File: src/rtl/fetch_queue.sv
// Instruction fetch stage: owns the PC, keeps one imem request outstanding and buffers {pc, word} for decode.
// Optional macro FETCH_BYPASS_EN forwards a returning word straight to decode when the queue is empty.
module fetch_queue #(
    parameter logic [31:0] RESET_PC = 32'h0040_0000,
    parameter int          DEPTH    = 4
) (
    input  logic        clk,
    input  logic        rst_n,
    output logic        imem_req_o,
    output logic [31:0] imem_addr_o,
    input  logic        imem_gnt_i,
    input  logic        imem_rvalid_i,
    input  logic [31:0] imem_rdata_i,
    output logic [31:0] instr_o,
    output logic [31:0] instr_pc_o,
    output logic        instr_valid_o,
    input  logic        instr_ready_i,
    input  logic        redirect_i,
    input  logic [31:0] redirect_pc_i,
    input  logic        halt_i
);
    localparam int unsigned PTR_W = (DEPTH > 1) ? $clog2(DEPTH) : 1;
    localparam int unsigned CNT_W = PTR_W + 1;
    localparam logic [CNT_W-1:0] DEPTH_C = CNT_W'(DEPTH);

    typedef enum logic [1:0] {
        FETCH   = 2'd0,
        WAIT    = 2'd1,
        DISCARD = 2'd2
    } state_e;

    state_e             state_q, state_d;
    logic [31:0]        pc_q, pc_d;
    logic               active_q;
    logic [CNT_W-1:0]   count_q, count_d;
    logic [PTR_W-1:0]   rd_ptr_q, rd_ptr_d;
    logic [PTR_W-1:0]   wr_ptr_q, wr_ptr_d;
    logic [31:0]        data_mem_q [DEPTH];
    logic [31:0]        pc_mem_q   [DEPTH];
    logic [31:0]        instr_q, instr_d;
    logic [31:0]        instr_pc_q, instr_pc_d;
    logic               instr_valid_q, instr_valid_d;

    logic               accept_s;
    logic               rsp_ok_s;
    logic               pop_s;
    logic               push_s;
    logic               bypass_take_s;
    logic [31:0]        rsp_pc_s;
    logic [CNT_W-1:0]   rem_s;

    // active_q holds requests off until the first clock edge after reset release
    assign imem_req_o  = active_q && (state_q == FETCH) && !halt_i && !redirect_i && (count_q < DEPTH_C);
    assign imem_addr_o = pc_q;
    assign accept_s    = imem_req_o && imem_gnt_i;
    assign rsp_ok_s    = (state_q == WAIT) && imem_rvalid_i && !redirect_i;
    assign rsp_pc_s    = pc_q - 32'd4;
    assign pop_s       = instr_valid_q && instr_ready_i && !redirect_i;
    assign push_s      = rsp_ok_s && !bypass_take_s;

`ifdef FETCH_BYPASS_EN
    logic bypass_show_s;
    assign bypass_show_s = rsp_ok_s && (count_q == '0);
    assign bypass_take_s = bypass_show_s && instr_ready_i;
    assign instr_o       = bypass_show_s ? imem_rdata_i : instr_q;
    assign instr_pc_o    = bypass_show_s ? rsp_pc_s : instr_pc_q;
    assign instr_valid_o = instr_valid_q || bypass_show_s;
`else
    assign bypass_take_s = 1'b0;
    assign instr_o       = instr_q;
    assign instr_pc_o    = instr_pc_q;
    assign instr_valid_o = instr_valid_q;
`endif

    // Next fetch state; redirect overrides and decides whether an in-flight word must be swallowed
    always_comb begin
        state_d = state_q;
        if (redirect_i) begin
            if ((state_q == WAIT || state_q == DISCARD) && !imem_rvalid_i) begin
                state_d = DISCARD;
            end else if (state_q == FETCH && imem_gnt_i) begin
                state_d = DISCARD;
            end else begin
                state_d = FETCH;
            end
        end else begin
            case (state_q)
                FETCH: begin
                    if (accept_s) begin
                        state_d = WAIT;
                    end else begin
                        state_d = FETCH;
                    end
                end
                WAIT, DISCARD: begin
                    if (imem_rvalid_i) begin
                        state_d = FETCH;
                    end else begin
                        state_d = state_q;
                    end
                end
                default: state_d = FETCH;
            endcase
        end
    end

    // Program counter: redirect target is word aligned, sequential fetch wraps modulo 2^32
    always_comb begin
        pc_d = pc_q;
        if (redirect_i) begin
            pc_d = {redirect_pc_i[31:2], 2'b00};
        end else if (accept_s) begin
            pc_d = pc_q + 32'd4;
        end else begin
            pc_d = pc_q;
        end
    end

    // Queue occupancy and pointers; a redirect empties the queue and voids a same-cycle pop
    always_comb begin
        count_d  = count_q;
        rd_ptr_d = rd_ptr_q;
        wr_ptr_d = wr_ptr_q;
        if (redirect_i) begin
            count_d  = '0;
            rd_ptr_d = '0;
            wr_ptr_d = '0;
        end else begin
            count_d  = count_q + CNT_W'(push_s) - CNT_W'(pop_s);
            rd_ptr_d = rd_ptr_q + PTR_W'(pop_s);
            wr_ptr_d = wr_ptr_q + PTR_W'(push_s);
        end
    end

    // Next head register: the word being pushed becomes head when nothing older survives this cycle
    always_comb begin
        rem_s         = count_q - CNT_W'(pop_s);
        instr_d       = 32'h0000_0000;
        instr_pc_d    = 32'h0000_0000;
        instr_valid_d = 1'b0;
        if (count_d == '0) begin
            instr_valid_d = 1'b0;
        end else if (rem_s == '0) begin
            instr_d       = imem_rdata_i;
            instr_pc_d    = rsp_pc_s;
            instr_valid_d = 1'b1;
        end else begin
            instr_d       = data_mem_q[rd_ptr_d];
            instr_pc_d    = pc_mem_q[rd_ptr_d];
            instr_valid_d = 1'b1;
        end
    end

    // Control state, PC, queue bookkeeping and registered decode outputs
    always_ff @(posedge clk or negedge rst_n) begin
        if (!rst_n) begin
            state_q       <= FETCH;
            pc_q          <= RESET_PC;
            active_q      <= 1'b0;
            count_q       <= '0;
            rd_ptr_q      <= '0;
            wr_ptr_q      <= '0;
            instr_q       <= 32'h0000_0000;
            instr_pc_q    <= 32'h0000_0000;
            instr_valid_q <= 1'b0;
        end else begin
            state_q       <= state_d;
            pc_q          <= pc_d;
            active_q      <= 1'b1;
            count_q       <= count_d;
            rd_ptr_q      <= rd_ptr_d;
            wr_ptr_q      <= wr_ptr_d;
            instr_q       <= instr_d;
            instr_pc_q    <= instr_pc_d;
            instr_valid_q <= instr_valid_d;
        end
    end

    // Queue storage
    always_ff @(posedge clk or negedge rst_n) begin
        if (!rst_n) begin
            for (int i = 0; i < DEPTH; i++) begin
                data_mem_q[i] <= 32'h0000_0000;
                pc_mem_q[i]   <= 32'h0000_0000;
            end
        end else if (push_s) begin
            data_mem_q[wr_ptr_q] <= imem_rdata_i;
            pc_mem_q[wr_ptr_q]   <= rsp_pc_s;
        end
    end

endmodule

File: config.mk
export PLATFORM = sky130hd
export DESIGN_NAME = fetch_queue
export DESIGN_NICKNAME = d
export VERILOG_FILES = /design/src/rtl/fetch_queue.sv
export SDC_FILE = /design/constraint.sdc
export NUM_CORES = 1
export LEC_CHECK = 0
export CAP_MARGIN = 25
export CORE_UTILIZATION = 41
export DETAILED_ROUTE_END_ITERATION = 16
export GPL_ROUTABILITY_DRIVEN = 0
export PLACE_DENSITY = 0.7
export SLEW_MARGIN = 10
export SYNTH_ARGS = -nofsm -noshare
export SYNTH_HDL_FRONTEND = slang
export SYNTH_SLANG_ARGS = --single-unit
File: constraint.sdc
create_clock -name clk -period 2.8 [get_ports clk]
set_input_delay 0.28 -clock clk [delete_from_list [all_inputs] [get_ports clk]]
set_output_delay 0.28 -clock clk [all_outputs]
set_load 0.02 [all_outputs]
* Word-level counts from Yosys, hierarchy flattened
Cells that the tools add are included.
Operators by class: add/subtract/negate cells 7, shift operators 0, equal/unequal tests 3, bitwise operators 2, order comparisons 4, div/mod/pow operators 0, reductions and logical operators 21, multiply operators 0, multiplexer cells 26
Operator list (count):
- $mux W32 | 11
- $bwmux W128 | 2
- $bmux W32 S2 | 2
- $demux W32 S2 | 1
- $add A32 B3 Y32 const B | 1
- $sub A32 B3 Y32 const B | 1
- $logic_and A1 B1 Y1 | 12
- $mux W2 | 6
- $ge A3 B3 Y1 const B | 2
- $logic_not A3 Y1 | 2
- $not A2 Y3 | 2
- $sub A3 B1 Y3 | 2
- $add A2 B1 Y2 | 2
- $pmux W2 S2 | 1
- $add A3 B1 Y3 | 1
- $logic_not A1 Y1 | 3
- $lt A3 B1 Y1 const B | 1
- $lt A3 B3 Y1 const B | 1
- $mux W3 | 1
- $ne A3 B3 Y1 const B | 1
- $eq A2 B1 Y1 const B | 1
- $eq A2 B2 Y1 const B | 1
- $logic_not A2 Y1 | 1
- $mux W1 | 2
- 3 further kinds | 3
Storage, ports and cells: flip-flop bits (word level) 363, bits in latches 0, input port bits 71, bits in read-only memories 0, output and inout bits 98, memory bits (writable) 0, memories 0

* Logic depth before layout (Yosys ltp)
Gate-level depths: netlist (run 1).
depth after elaboration 10, mapped depth 16, depth with buffers taken out 13

* Worst setup path after synthesis (run 1)
OpenSTA, ideal clock, no wires.
path kind input -> register, from input redirect_i, to register instr_q[11] (netlist: instr_o[11]), cell stages on the path 15, path buffers 5, setup time 0.066 ns, arrival 3.271 ns, setup slack -0.537 ns, cell sequence clkbuf_1 -> clkbuf_1 -> buf_1 -> nor2_1 -> ha_1 -> inv_1 -> ha_1 -> inv_1 -> fa_1 -> xnor3_1 -> a31oi_1 -> and2_1 -> clkbuf_1 -> clkbuf_1 -> a22o_1
Between the ends: cells in the longest elaborated chain, start to end 10, elaborated cells between the ends (all ways) 17, classes of those cells 4 x add/sub; 7 x mux; 1 x bitwise; 5 x reduce/logical
Ends and longest elaborated chain:
- start: declaration | line 18 | input logic redirect_i,
- branches (longest 9 deep; another with $add A3 B1 Y3)
- $mux W32 (*) | line 141 | if (count_d == '0) begin
- via instr_d[11] | line 40 | logic [31:0] instr_q, instr_d;
- end signal: assignment | line 173 | instr_q <= instr_d;
- end: declaration | line 40
Mark *: on every way through the listed nets, which the timed path passes. The select of a mux whose other input is x is not followed. A chain may end at the register's enable or synchronous reset.

* Worst setup path in the final report (run 1)
from register state_q[1], to register instr_pc_q[29] (netlist: instr_pc_o[29])
Between the ends: cells in the longest elaborated chain, start to end 8
Ends and longest elaborated chain:
- start: declaration | line 32 | state_e state_q, state_d;
- start signal: assignment | line 167 | state_q <= state_d;
- $eq A2 B1 Y1 | line 56 | assign rsp_ok_s = (state_q == WAIT) && imem_rvalid_i && !redirect_i;
- $logic_and A1 B1 Y1 (2 in series) | line 56
- $add A3 B1 Y3 | line 129 | count_d = count_q + CNT_W'(push_s) - CNT_W'(pop_s);
- $sub A3 B1 Y3 | line 129
- $mux W3 | line 124 | if (redirect_i) begin
- $logic_not A3 Y1 | line 141
- $mux W32 | line 141
- via instr_pc_d[29] | line 41 | logic [31:0] instr_pc_q, instr_pc_d;
- end signal: assignment | line 174 | instr_pc_q <= instr_pc_d;
- end: declaration | line 41
The timed path passes the listed nets, and every way through them passes these cells.

==> out/results.ini, run 1 <==
[sta]
max_freq_ghz=0.348
rsz0062_at_grt=yes
slew_violations=0
skew_ps=30.7
hold_viol=0
min_period_over_period=1.03
tightest_slew_ps=767
fin_ws_ps=-70.8
setup-violations-final=43
timing.slew.headroom=0.489
min_period_ps=2870

[pwr]
pwr_density_cell_mw_per_mm2=709
p_seq_frac=0.420
combPwrFrac=0.229
power.net_switching_mw=4.06
power_frac_clock=0.351
ir_drop_v=0.000337
switching_share=0.288
p_leak_nw=9.08
design_power_total_mw=14.1
p_int_mw=10.0

[final_layout]
fill_cells=3179
area_delta_synth_final_pct=27.3
final_layout_size_suffix_gt1_frac=0.198
layout_commonest_cell=nand2_1
mostFrequentLayoutCells=nand2_1, dfrtp_1, clkdlybuf4s50_1
num_antenna_cells=0
fin_nets=1673

[routing]
drtIter0Drc=667
ant_nets=0
vias=11600
wl_met2_um=19500
first_pass_iters=5
wl_um=40100
vias_per_cell=5.43
met3_length_um=2420
wl_met1_um=17500
drc=0
routedWlPerCell_um=18.8
highest_layer=met4

[critical_path]
path_max_fanout=10
slowest_delay_ps=390
start_kind=register
crit_slowest_cell=dfrtp_1
crit_family=adder cells
cp_data_required_time_ps=3240
critical_path_class=reg -> reg
critPathBufInv=5
crit_arrival_ps=3310
cpMostUsedCell=inv_2
worstSetupEndpointType=register
path_cells=inv_2, ha_4, nand3b_1, ha_1, inv_1, ha_2, inv_2, fa_2, xnor3_2, a31oi_4, nor2b_4, buf_4, clkbuf_16, nand2_1, o21ai_0

[grt]
antenna_found_initial=0
grt_pass1_wl_um=62500
grt_pass1_vias=11700
grt_max_degree=78
grt-ovfl-total=0
track_usage=0.203

[placement]
dp_slack_ps=-233
port-buffer-count=164
dpl.hpwl_um=24600

[floorplanning]
fp.dieW_um=197
die_h_um=197
fp.dieArea_sq_mm=0.0389
std_cell_rows=71
num_io_pins=169
core_sq_mm=0.0376
start_util=0.416

[synth]
ys_seq_elements=352
syn_inst=1423
ys_async_sr_fraction=1.00
synth_enable_flop_cells=0
netlist_area_sq_mm=0.0156
synth.distinct_cells=51
syn_area_per_cell_sq_um=11.0
ys_warn_count=0
synth_flop_cell=dfrtp_1
seq_area_frac_synth=0.564

[outcome]
outcome=finished with violations
violations=negative setup slack

[cts]
htreeDepth=2
cts_buffers=38
clockBufferDepth=3
clock_sinks=352
clk_pin_slew_worst_paths_ps=60
clock_latency_ps=540
clockRootBuffer=clkbuf_16
tritoncts=built

[job]
drv_cap=0

[hold_path]
hold_class=in -> reg

final cells by class:
cell class	count	area (sq um)	area share
sequential	352	8810	0.443
multi-input combinational	954	6620	0.333
timing repair buffer	235	2520	0.127
clock buffer	54	1090	0.0550
tap	511	639	0.0322
clock inverter	15	150	0.00756
inverter	11	41.3	0.00208
sequential cells by signal, summed over array words and instances, names as in the netlist, 3 cells and up:
| signal | count |
|---|---|
| count_q | 3 |
| data_mem_q | 128 |
| imem_addr_o | 30 |
| instr_o | 32 |
| instr_pc_o | 31 |
| pc_mem_q | 120 |
kinds of logic (layout without fill, tap and decap cells):
family / after synthesis / in the layout / share of synthesized area
simple gates: 538 / 538 / 0.149
flops: 352 / 352 / 0.564
compound gates: 238 / 238 / 0.0894
mux: 127 / 127 / 0.136
buf+inv: 119 / 315 / 0.0302
xor+xnor: 37 / 37 / 0.0216
fa+ha+maj: 10 / 10 / 0.00849
other cells: 2 / 4 / 0.000481
layer usage:
metal | vias to the layer above | track usage
met5 | - | 0
met4 | 0 | 0.0554
met3 | 59 | 0.0299
met2 | 420 | 0.336
met1 | 5826 | 0.279
li1 | 5279 | -
power by group through the flow:
stage	Sequential, mW	Clock (mW)	Combinational (mW)
2_1_floorplan	6.25	0	1.13
3_3_place_gp	5.99	0	2.75
3_5_place_dp	6.00	0	2.80
4_1_cts	5.92	5.04	2.82
5_1_grt	5.97	5.25	3.45
6_report	5.91	4.95	3.23
worst reg2reg max path: cells and delay by family (launching register included):
kind	cells	cell delay (ps)
flops	1	390
simple gates	3	390
compound gates	2	300
buf+inv	5	550
xor+xnor	1	270
fa+ha+maj	4	890
per-stage QoR:
| stage | util | hold slack, ps | TNS (ps) | cells | cell area [sq um] |
|---|---|---|---|---|---|
| final | 0.529 | 215 | -1420 | 2132 | 19900 |
| after global routing | 0.529 | 239 | -10170 | 2132 | 19900 |
| after detailed placement | 0.483 | 244 | -11900 | 2046 | 18100 |
| after CTS | 0.516 | 206 | 0 | 2116 | 19400 |
| after floorplan | - | -15.6 | 0 | 1425 | 15700 |
| after global placement | 0.483 | 245 | -10400 | 2046 | 18100 |
path summary, 6_finish.rpt:
| path | endpoint | from | cells after the start | slack (ps) |
|---|---|---|---|---|
| hold reg to reg | data_mem_q[75] | data_mem_q[75] | 2 | 470 |
| min in group asynchronous | data_mem_q[25] | rst_n | 2 | 300 |
| setup / recovery | instr_pc_o[29] | state_q[1] | 15 | -70 |
| max in group asynchronous | state_q[0] | rst_n | 3 | 1620 |
| setup reg to reg | instr_pc_o[29] | state_q[1] | 15 | -70 |
| hold / removal | count_q[1] | redirect_i | 3 | 220 |
synth_stat cells (all sizes together) (2+ instances only):
| master | n | area (sq um) |
|---|---|---|
| o21ai | 166 | 831 |
| nor2 | 41 | 154 |
| a31oi | 5 | 31.3 |
| nand3b | 8 | 60.1 |
| xor2 | 14 | 123 |
| and3 | 4 | 25.0 |
| inv | 11 | 41.3 |
| nor3b | 4 | 30.0 |
| a21oi | 12 | 60.1 |
| mux2 | 64 | 721 |
| or3 | 8 | 50.1 |
| a221o | 3 | 30.0 |
| nand3 | 21 | 105 |
| or4 | 3 | 22.5 |
| nor2b | 9 | 56.3 |
| o311ai | 7 | 61.3 |
| clkbuf | 80 | 302 |
| mux4 | 62 | 1400 |
| nand4 | 19 | 125 |
| and2 | 8 | 50.1 |
| nor4 | 19 | 153 |
| ha | 9 | 113 |
| xnor2 | 22 | 193 |
| a22oi | 2 | 15.0 |
| buf | 28 | 129 |
| dfrtp | 351 | 8780 |
| nor3 | 12 | 60.1 |
| a21o | 2 | 15.0 |
| o211ai | 3 | 22.5 |
| a22o | 32 | 280 |
| nand2 | 380 | 1430 |
| conb | 2 | 7.51 |
repair_timing:
item                                    CTS  global route
buffers inserted                          0             5
endpoints found under the setup margin   38            61
cloned                                    0            11
gates resized for setup                   2            92
hold buffers                              1             0
hold endpoints to repair                 51             0
pin swaps                                 1             2
(Power assumes the default switching activity.)
==> inputs of run 2 (changes only) <==
clock period = 2.6 ns   (was 2.8 ns; I/O delays follow)
==> run 2 against run 1 <==
  * The run still ends with negative setup slack left
  * Die area unchanged
  * Design area up 1.7%
  * Clock-buffer cell count shrank 2
  * Non-clock buffer count grew 38
  * Highest routed layer unchanged
  * Critical path type unchanged
  * Worst hold slack better by 42 ps
==> out/results.ini, run 2 (synthesis results as in run 1) <==
[final_layout]
multi_input_area_sq_mm=0.00659  ; was 0.00662 sq mm
fin_util=0.538  ; was 0.529
final_layout_size_suffix_gt1_frac=0.207  ; was 0.198
regMostFlops=data_mem_q  ; unchanged
fill_cells=3159  ; was 3179
fin_nets=1712  ; was 1673
num_antenna_cells=0  ; unchanged
seq_area_sq_mm=0.00881  ; unchanged
finalNonFillerCells=2167  ; was 2132
area_delta_synth_final_pct=29.4  ; was 27.3%
layout_commonest_cell=nand2_1  ; unchanged
largest_register_ffs=128  ; unchanged
mostFrequentLayoutCells=nand2_1, dfrtp_1, clkdlybuf4s50_1  ; unchanged

[critical_path]
regToRegSetupSlack_ps=-240  ; was -70 ps
cp_data_required_time_ps=3060  ; was 3240 ps
cp.depth=14  ; was 15
r2r-start=state_q[1]  ; unchanged
reg2reg_depth=14  ; was 15
crit_family=adder cells  ; unchanged
setup.worst_path.end=instr_o[23]  ; was instr_pc_o[29]
crit_start=state_q[1]  ; unchanged
crit_arrival_ps=3300  ; was 3310 ps
r2r-end=instr_o[23]  ; was instr_pc_o[29]
worstSetupEndpointType=register  ; unchanged
critPathBufInv=5  ; unchanged
start_kind=register  ; unchanged
cpMostUsedCell=inv_2  ; unchanged
slowest_delay_ps=390  ; about the same
path_cells=inv_2, ha_4, nand3b_1, ha_1, inv_2, ha_4, inv_2, fa_2, xnor3_1, a31oi_4, nor2b_4, buf_6, buf_12, a22o_1  ; was inv_2, ha_4, nand3b_1, ha_1, inv_1, ha_2, inv_2, fa_2, xnor3_2, a31oi_4, nor2b_4, buf_4, clkbuf_16, nand2_1, o21ai_0
path_max_fanout=7  ; was 10
critical_path_class=reg -> reg  ; unchanged
crit_slowest_cell=dfrtp_1  ; unchanged

[hold_path]
hold_class=in -> reg  ; unchanged
whs_path_depth=3  ; unchanged

[sta]
min_period_over_period=1.09  ; was 1.03
timing.slew.headroom=0.533  ; was 0.489
hold_slack_ps=257  ; was 215 ps
hold_viol=0  ; unchanged
tightest_slew_ps=695  ; was 767 ps
tns_ps=-10810  ; was -1420 ps
fin_ws_ps=-240  ; was -70.8 ps
rsz0062_at_grt=yes  ; unchanged
min_period_ps=2840  ; was 2870 ps
max_freq_ghz=0.352  ; was 0.348 GHz
slew_violations=0  ; unchanged
setup-violations-final=62  ; was 43
skew_ps=22.5  ; was 30.7 ps

[routing]
wl_um=41900  ; was 40100 um
vias=11800  ; was 11600
drc=0  ; unchanged
drtIter0Drc=831  ; was 667
first_pass_iters=5  ; unchanged
routedWlPerCell_um=19.3  ; was 18.8 um
ant_nets=0  ; unchanged
vias_per_cell=5.46  ; was 5.43

[grt]
grt_pass1_wl_um=63600  ; was 62500 um
track_usage=0.208  ; was 0.203
grt-ovfl-total=0  ; unchanged
antenna_found_initial=0  ; unchanged
grt_pass1_vias=11900  ; was 11700
grt_max_degree=75  ; was 78

[pwr]
ir_drop_v=0.000437  ; was 0.000337 V
pwr_density_cell_mw_per_mm2=757  ; was 709 mW/mm^2
p_leak_nw=9.15  ; was 9.08 nW

[cts]
clockBufferDepth=3  ; unchanged
clock_sinks=352  ; unchanged
clockRootBuffer=clkbuf_16  ; unchanged
htreeDepth=2  ; unchanged
clk_pin_slew_worst_paths_ps=60  ; about the same
cts_buffers=38  ; unchanged
tritoncts=built  ; unchanged
clock_latency_ps=540  ; about the same

[placement]
dp_slack_ps=-393  ; was -233 ps
dpl.hpwl_um=25000  ; was 24600 um
placed_cells=2063  ; was 2046
port-buffer-count=164  ; unchanged

[floorplanning]
fp.dieW_um=197  ; unchanged
fp.dieArea_sq_mm=0.0389  ; unchanged
core_sq_mm=0.0376  ; unchanged
std_cell_rows=71  ; unchanged
num_io_pins=169  ; unchanged
die_h_um=197  ; unchanged
start_util=0.416  ; unchanged

[job]
drv_cap=0  ; unchanged

[outcome]
violations=negative setup slack  ; unchanged
outcome=finished with violations  ; unchanged

run 2: changes by cell type in the layout (fill, tap and decap cells not counted), moves of 2 or more:
cell      previous run  this run
o21ai_2             13        22
buf_16               0         4
o21ai_0            131       129
buf_4               42        71
nand2_4             14         2
nand2_8              0         2
buf_6                3        10
nand2_1            352       376
buf_8                4         1
nand2_2             14         1
clkinv_2            10         5
o21ai_1             22        15
run 2: layout make-up:
class,instances,area share
timing repair buffer,273,0.144
clock inverter,13,0.00755
sequential,352,0.436
tap,511,0.0316
clock buffer,52,0.0532
multi-input combinational,955,0.326
inverter,11,0.00204
run 2: metrics by stage:
stage	area, sq um	power, mW
6_report	20200	15.3
2_1_floorplan	15700	8.01
3_3_place_gp	18300	9.48
3_5_place_dp	18300	9.54
5_1_grt	20200	15.9
4_1_cts	19800	15.2
run 2: worst min path at each step:
stage                                  from              end  slack [ps]
final                     redirect_pc_i[23]  imem_addr_o[23]         260
after global routing      redirect_pc_i[23]  imem_addr_o[23]         280
after CTS                 redirect_pc_i[23]  imem_addr_o[23]         240
after detailed placement              rst_n    instr_pc_o[1]         290
after global placement                rst_n    instr_pc_o[1]         270
after floorplan                       rst_n         active_q         -40
run 2: what timing repair did:
action                                  4_1_cts  5_1_grt
pin swaps                                     0       25
hold buffers                                  1        0
hold endpoints to repair                     68        0
gates cloned                                  4        9
endpoints found under the setup margin       62      199
setup buffers                                12       16
gates resized for setup                      27       65
run 2: worst reg2reg max path, stage by stage (launching register included):
cell      delay [ps]
dfrtp_1          390
inv_2             80
ha_4             110
nand3b_1         120
ha_1             330
inv_2             70
ha_4             120
inv_2             30
fa_2             350
xnor3_1          240
a31oi_4          230
nor2b_4          250
buf_6            160
buf_12           140
a22o_1           150
run 2: report_power, final:
part,total [mW],internal (mW),switching [mW],leakage [nW]
sequential,6.36,6.02,0.342,4.81
combinational,3.63,1.76,1.87,3.74
clock,5.32,3.11,2.21,0.598
total,15.3,10.9,4.42,9.15
run 2: layer usage:
layer / vias up / GRT usage / wire [um]
li1: 5351 / - / -
met2: 461 / 0.340 / 20000
met5: - / 0 / 0
met4: 0 / 0.0701 / 1130
met3: 78 / 0.0347 / 2810
met1: 5952 / 0.282 / 18000
